## src/rtl/sum_range_decoder_pkg.sv

```systemverilog
// Shared types and widths for the sum range decoder.
//   state_t : decoder FSM states
//   VAL_W   : width of range values (start/stop/i)
//   SUM_W   : width of the target sum and the running remainder
//   VAL_MAX : largest representable range value
package sum_range_decoder_pkg;

  localparam int unsigned VAL_W   = 8;
  localparam int unsigned SUM_W   = 17;
  localparam int unsigned VAL_MAX = 255;

  typedef enum logic [1:0] {
    IDLE = 2'd0,
    RUN  = 2'd1,
    DONE = 2'd2
  } state_t;

endpackage

```

## src/rtl/sum_range_decoder.sv

```systemverilog
// Sum range decoder: given a first value 'start' and a target 'sum', finds the
// last value 'stop' such that start+...+stop reaches the target, one compare
// per clock.
// Ports:
//   clk   : rising-edge clock
//   rst   : asynchronous active-low reset
//   req   : request, sampled only while busy=0
//   start : first value of the range
//   sum   : target sum
//   busy  : decode in progress (from request acceptance through the done cycle)
//   done  : one-cycle pulse when stop/exact/err become valid
//   stop  : decoded last value of the range
//   exact : range sums exactly to the target
//   err   : empty range (sum < start) or range overflow past VAL_MAX
module sum_range_decoder
  import sum_range_decoder_pkg::*;
(
  input  logic             clk,
  input  logic             rst,
  input  logic             req,
  input  logic [VAL_W-1:0] start,
  input  logic [SUM_W-1:0] sum,
  output logic             busy,
  output logic             done,
  output logic [VAL_W-1:0] stop,
  output logic             exact,
  output logic             err
);

  state_t           state;
  logic [SUM_W-1:0] rem;
  logic [VAL_W-1:0] i;
  logic             first;
  logic [SUM_W-1:0] i_ext;

  // Current range value widened to the remainder width for compare/subtract.
  always_comb begin
    i_ext = SUM_W'(i);
  end

  // FSM and datapath. The cycle after a request is accepted is spent in IDLE
  // with busy=1 (operands latched) before the first compare in RUN.
  always_ff @(posedge clk or negedge rst) begin
    if (!rst) begin
      state <= IDLE;
      busy  <= 1'b0;
      done  <= 1'b0;
      stop  <= '0;
      exact <= 1'b0;
      err   <= 1'b0;
      rem   <= '0;
      i     <= '0;
      first <= 1'b0;
    end else begin
      case (state)
        IDLE: begin
          if (busy) begin
            state <= RUN;
          end else if (req) begin
            rem   <= sum;
            i     <= start;
            first <= 1'b1;
            busy  <= 1'b1;
          end
        end

        RUN: begin
          if (rem == i_ext) begin
            stop  <= i;
            exact <= 1'b1;
            err   <= 1'b0;
            done  <= 1'b1;
            state <= DONE;
          end else if (rem < i_ext) begin
            // On the first compare i still equals start: the range is empty.
            stop  <= first ? i : i - VAL_W'(1);
            exact <= 1'b0;
            err   <= first;
            done  <= 1'b1;
            state <= DONE;
          end else if (i == VAL_W'(VAL_MAX)) begin
            stop  <= i;
            exact <= 1'b0;
            err   <= 1'b1;
            done  <= 1'b1;
            state <= DONE;
          end else begin
            rem   <= rem - i_ext;
            i     <= i + VAL_W'(1);
            first <= 1'b0;
          end
        end

        DONE: begin
          done  <= 1'b0;
          busy  <= 1'b0;
          state <= IDLE;
        end

        default: begin
          state <= IDLE;
          busy  <= 1'b0;
          done  <= 1'b0;
        end
      endcase
    end
  end

endmodule
```

## config.mk

```make
export PLATFORM = sky130hd
export DESIGN_NAME = sum_range_decoder
export DESIGN_NICKNAME = d
export VERILOG_FILES = /design/src/rtl/sum_range_decoder_pkg.sv /design/src/rtl/sum_range_decoder.sv
export SDC_FILE = /design/constraint.sdc
export NUM_CORES = 1
export LEC_CHECK = 0
export ABC_CLOCK_PERIOD_IN_PS = 2700
export CAP_MARGIN = 0
export CORE_UTILIZATION = 25
export DETAILED_ROUTE_END_ITERATION = 6
export GPL_TIMING_DRIVEN = 1
export HOLD_SLACK_MARGIN = 0.02
export PLACE_DENSITY = 0.55
export SETUP_SLACK_MARGIN = 0.02
export SKIP_CTS_REPAIR_TIMING = 1
export SLEW_MARGIN = 20
export SYNTH_ARGS = -nofsm -noshare
export SYNTH_HDL_FRONTEND = slang
export SYNTH_SLANG_ARGS = --single-unit
```

## constraint.sdc

```tcl
create_clock -name clk -period 2.7 [get_ports clk]
set_input_delay 0.675 -clock clk [delete_from_list [all_inputs] [get_ports clk]]
set_output_delay 0.675 -clock clk [all_outputs]
set_load 0.005 [all_outputs]
```

After elaboration in Yosys (flattened, before gate mapping):

Cells that the tools add are included.

* flip-flop bits (word level): 40
* input bits: 28
* output and inout port bits: 12
* word-level logic and storage cells: 70

* add/sub/neg operators: 3
* magnitude comparators: 1
* eq/ne operators: 10
* multiplexer cells: 39
* bitwise gates (word level): 1
* reductions and logical operators: 7

Operators with widths (count)
* $mux 17: 5
* $mux 8: 9
* $pmux 17 s2: 1
* $eq 17x8->1: 1
* $lt 17x8->1: 1
* $sub 17x8->17: 1
* $pmux 8 s2: 1
* $mux 1: 15
* $ne 2x2->1 const B: 6
* $add 8x1->8 const B: 1
* $eq 8x8->1 const B: 1
* $mux 2: 4
* $sub 8x1->8 const B: 1
* $pmux 1 s2: 3
* $reduce_and 2->1: 3
* $reduce_and 6->1: 1
* $ne 4x4->1 const B: 1
* $pmux 2 s2: 1
* $reduce_bool 3->1: 1
* $eq 2x1->1 const B: 1
* $logic_not 2->1: 1
* $reduce_bool 2->1: 1
* $not 1->1: 1

Longest topological paths before layout:

* depth in word-level cells: 5
* depth in mapped cells: 11
* depth with buffers taken out: 9

Worst setup path before layout:

OpenSTA, ideal clock, no wires.

* path type: register to register
* start: register i[5]
* end: register err
* library setup time: 125 ps
* arrival time: 2463 ps
* data required time: 2575 ps
* slack: 111 ps
* stages on the path, launching flop included: 10
* buffers on the path: 2
* period minus slack after synthesis: 2589 ps
* cells stage by stage: dfrtp_1 > inv_1 > ha_1 > nand4b_1 > or4_1 > buf_2 > a21o_1 > a21oi_4 > buf_6 > mux2_4

* longest elaborated chain between the ends: 3
* elaborated cells between the ends (all ways): 7
* those cells by class: order compare: 1; eq/ne: 2; mux: 2; reduce/logical: 2

RTL lines
* from (decl): line sum_range_decoder.sv:32 `logic [VAL_W-1:0] i;`
* from (signal assigned): line sum_range_decoder.sv:61 `i <= start;`
* from (signal assigned): line sum_range_decoder.sv:89 `i <= i + VAL_W'(1);`
* $lt 17x8->1 (tied with other cells): line sum_range_decoder.sv:74 `end else if (rem < i_ext) begin`
* $reduce_bool 3->1 (no line) / $mux 1 (equally long branches)
* $reduce_and 2->1 (no line) / $mux 1 (equally long branches)
* to (signal assigned): line sum_range_decoder.sv:78 `err <= first;`
* to (decl): line sum_range_decoder.sv:27 `output logic err`

Several ways; a longest one is shown, not always the timed one.
A chain may end at the register's enable or synchronous reset.

Worst setup path after layout:

* start: register i[4]
* end: register stop[0]

* longest elaborated chain between the ends: 3
* elaborated cells between the ends (all ways): 7
* those cells by class: order compare: 1; eq/ne: 2; mux: 2; reduce/logical: 2

RTL lines
* $lt 17x8->1 (tied with other cells): line sum_range_decoder.sv:74
* $reduce_bool 3->1 (no line) / $mux 8 (equally long branches)
* $reduce_and 2->1 (no line) / $mux 8 (equally long branches)
* to (signal assigned): line sum_range_decoder.sv:69 `stop <= i;`
* to (signal assigned): line sum_range_decoder.sv:76 `stop <= first ? i : i - VAL_W'(1);`
* to (signal assigned): line sum_range_decoder.sv:82 `stop <= i;`
* to (decl): line sum_range_decoder.sv:25 `output logic [VAL_W-1:0] stop,`

Several ways; a longest one is shown, not always the timed one.

==> impl_metrics.yaml <==
run_status:
  outcome: "finished clean"
die:
  rows: 36
  dieArea_sq_um: 10800
  coreArea_sq_um: 9910
  die_h_microns: 104
  io_pins: 40
  die_x_microns: 104
  start_util: 0.261
setup_path:
  crit_required_ns: 2.89
  path_max_fanout: 12
  worst-endpoint-arrival_ns: 2.76
  worstSetupStartpointType: "flip-flop"
  timing_worst_setup_path_type: "reg -> reg"
  endpoint_kind: "flip-flop"
detailed_routing:
  first_pass_iters: 4
  drt_wl_total_microns: 6990
  dr_total_vias: 2372
  routed_via_density: 4.87
  drc_errors: 0
  ant_nets: 0
  first_iter_violations: 117
  wl_per_cell_microns: 14.4
sta:
  hold_violations: 0
  max-slew-margin-rel: 0.575
  maxSlewViolCount: 0
  grt_setup_unrepaired: "true"
  fin_skew_ns: 0.0101
  fmax_mhz: 389
  setup-violations-final: 0
  tightest_slew_ns: 0.636
  timing.final.crit_share: 0.952
  setup_tns_ns: 0
  period_minus_slack_ns: 2.57
place:
  port_buffers: 39
  dpl.hpwl_microns: 5370
  gp_congestion: 0.818
power_and_ir_drop:
  p_per_area_nw_per_um2: 1410
  leakagePower_nw: 1.50
  report.power.total_mw: 4.82
  peakVddDrop_mv: 0.447
yosys:
  netlist_area_sq_um: 2590
  synth_nets: 336
  avgSynthCellArea_sq_um: 8.71
  synth_flop_cell: "dfrtp_1"
  syn_inst: 297
  ys_ff_latch: 40
  synth_edf_count: 0
  async_reset_ff_frac: 1.00
  ys_warn_count: 0
  synth.distinct_cells: 43
  synth.yosys.seq_area_share: 0.387
final_layout:
  diodes: 0
  final_layout_size_suffix_gt1_frac: 0.141
  nets: 392
  finish.utilization: 0.346
  area_delta_synth_final_pct: 32.3
clocking:
  clockBufferDepth: 2
  clkTransAtPathRegs_ns: 0.09
  cts_tree: "built"
  cts_buffers: 5
  clock_latency_ns: 0.30
  htree_num_levels: 2
  cts-root-buf: "clkbuf_8"
  clock_sinks: 40
global_routing:
  grt_overflow: 0
  grt_pass1_wl_microns: 11400
  grt_use_total: 0.132
  grt_util_met3: 0.0258
  first_global_vias: 2289
  grt_util_met1: 0.172
  antenna_found_initial: 0
  global_route.peak_usage_layer: "met2"
  met2_usage: 0.224
  grt_start_max_net_pins: 33
worst_hold_path:
  worstHoldPathType: "in -> async"
flow_run:
  timing.max_cap.violations: 0
critical path, stage by stage, from the launching register on:
cell and delay [ns]:
dfrtp_1 0.35, inv_1 0.07, ha_1 0.30, buf_4 0.16, a21oi_1 0.16, o211ai_1 0.13, or2_2 0.38, a21o_1 0.23
a21oi_4 0.18, buf_12 0.17, mux2_2 0.33
where the power goes:
group,total (mW),switching [mW],leakage [nW],internal [mW]
Sequential,1.10,0.189,0.480,0.907
Clock,0.549,0.222,0.0645,0.327
Combinational,3.18,1.69,0.959,1.49
Total,4.82,2.10,1.50,2.72
path summary, 6_finish.rpt:
check,start,endpoint,slack (ns),cells past startpoint
max in group asynchronous,rst,rem[10]$_DFFE_PN0P_,1.88,2
max,i[4]$_DFFE_PN0P_,stop[0]$_DFFE_PN0P_,0.13,10
max reg2reg,i[4]$_DFFE_PN0P_,stop[0]$_DFFE_PN0P_,0.13,10
min,rst,i[5]$_DFFE_PN0P_,0.28,1
min reg2reg,done$_DFFE_PN0P_,done$_DFFE_PN0P_,0.49,1
min in group clk,done$_DFFE_PN0P_,done$_DFFE_PN0P_,0.49,1
metrics by stage:
step	setup WS (ns)	hold slack, ns	area, sq um	std cells
2_1_floorplan	0.111	0.379	2590	297
3_3_place_gp	0.130	0.466	3290	479
3_5_place_dp	0.117	0.486	3290	479
4_1_cts	0.0857	0.285	3410	487
5_1_grt	0.00863	0.295	3420	487
6_report	0.129	0.283	3420	487
cells by family (layout without fill, tap and decap cells):
group / count (synthesis) / count (layout) / share of synthesized area
xor gates and xnor gates: 11 / 11 / 0.0372
adders and majority gates: 11 / 11 / 0.0561
AOI/OAI and AO/OA: 85 / 85 / 0.214
and+or+nand+nor: 107 / 107 / 0.196
DFF: 40 / 40 / 0.387
muxes: 11 / 11 / 0.0571
buffers and inverters: 32 / 89 / 0.0522
cells in the mapped netlist, types with 5 or more instances:
master | number | area [sq um]
a21o_1 | 6 | 45.0
a21oi_1 | 22 | 110
a22o_1 | 12 | 105
a31oi_1 | 5 | 31.3
buf_2 | 6 | 30.0
clkbuf_1 | 9 | 33.8
dfrtp_1 | 40 | 1000
ha_1 | 10 | 125
inv_1 | 16 | 60.1
mux2_4 | 7 | 105
nand2_1 | 32 | 120
nand3_1 | 13 | 65.1
nand4_1 | 5 | 31.3
nor2_1 | 27 | 101
nor3_1 | 9 | 45.0
o21ai_0 | 19 | 95.1
xnor2_1 | 11 | 96.3
flip-flops by register name, indices dropped and copies added (netlist names):
name	flops
busy	1
done	1
err	1
exact	1
first	1
i	8
rem	17
state	2
stop	8
layout make-up:
cell class | count | area [sq um]
multi-input cells | 225 | 1470
clock inverters | 1 | 30.0
fillers | 1033 | 6480
well taps | 133 | 166
inverters | 16 | 60.1
flip-flops and latches | 40 | 1000
clock buffers | 7 | 96.3
repair buffers | 65 | 606
layout by cell type, fill, tap and decap left out, drive strengths merged, types with 2 or more instances in the layout:
| cell type | count |
|---|---|
| o22ai | 4 |
| o32ai | 2 |
| a21o | 6 |
| nand3 | 13 |
| a31oi | 5 |
| nor4 | 3 |
| nand4 | 5 |
| a22oi | 3 |
| buf | 27 |
| and4 | 2 |
| nand2 | 32 |
| mux2 | 9 |
| ha | 10 |
| xnor2 | 11 |
| nor2b | 2 |
| inv | 16 |
| clkbuf | 7 |
| or3 | 3 |
| o31a | 2 |
| dfrtp | 40 |
| nor2 | 27 |
| a22o | 12 |
| nand2b | 4 |
| nor3 | 9 |
| a21oi | 23 |
| or2 | 3 |
| o211ai | 3 |
| mux2i | 2 |
| clkdlybuf4s50 | 38 |
| a211oi | 2 |
| o21ai | 20 |
layer usage:
metal | share of wire | routed length, microns
met5 | 0 | 0
met3 | 0.046 | 322
met2 | 0.47 | 3260
met1 | 0.47 | 3320
met4 | 0.013 | 89
(Power assumes the default switching activity.)
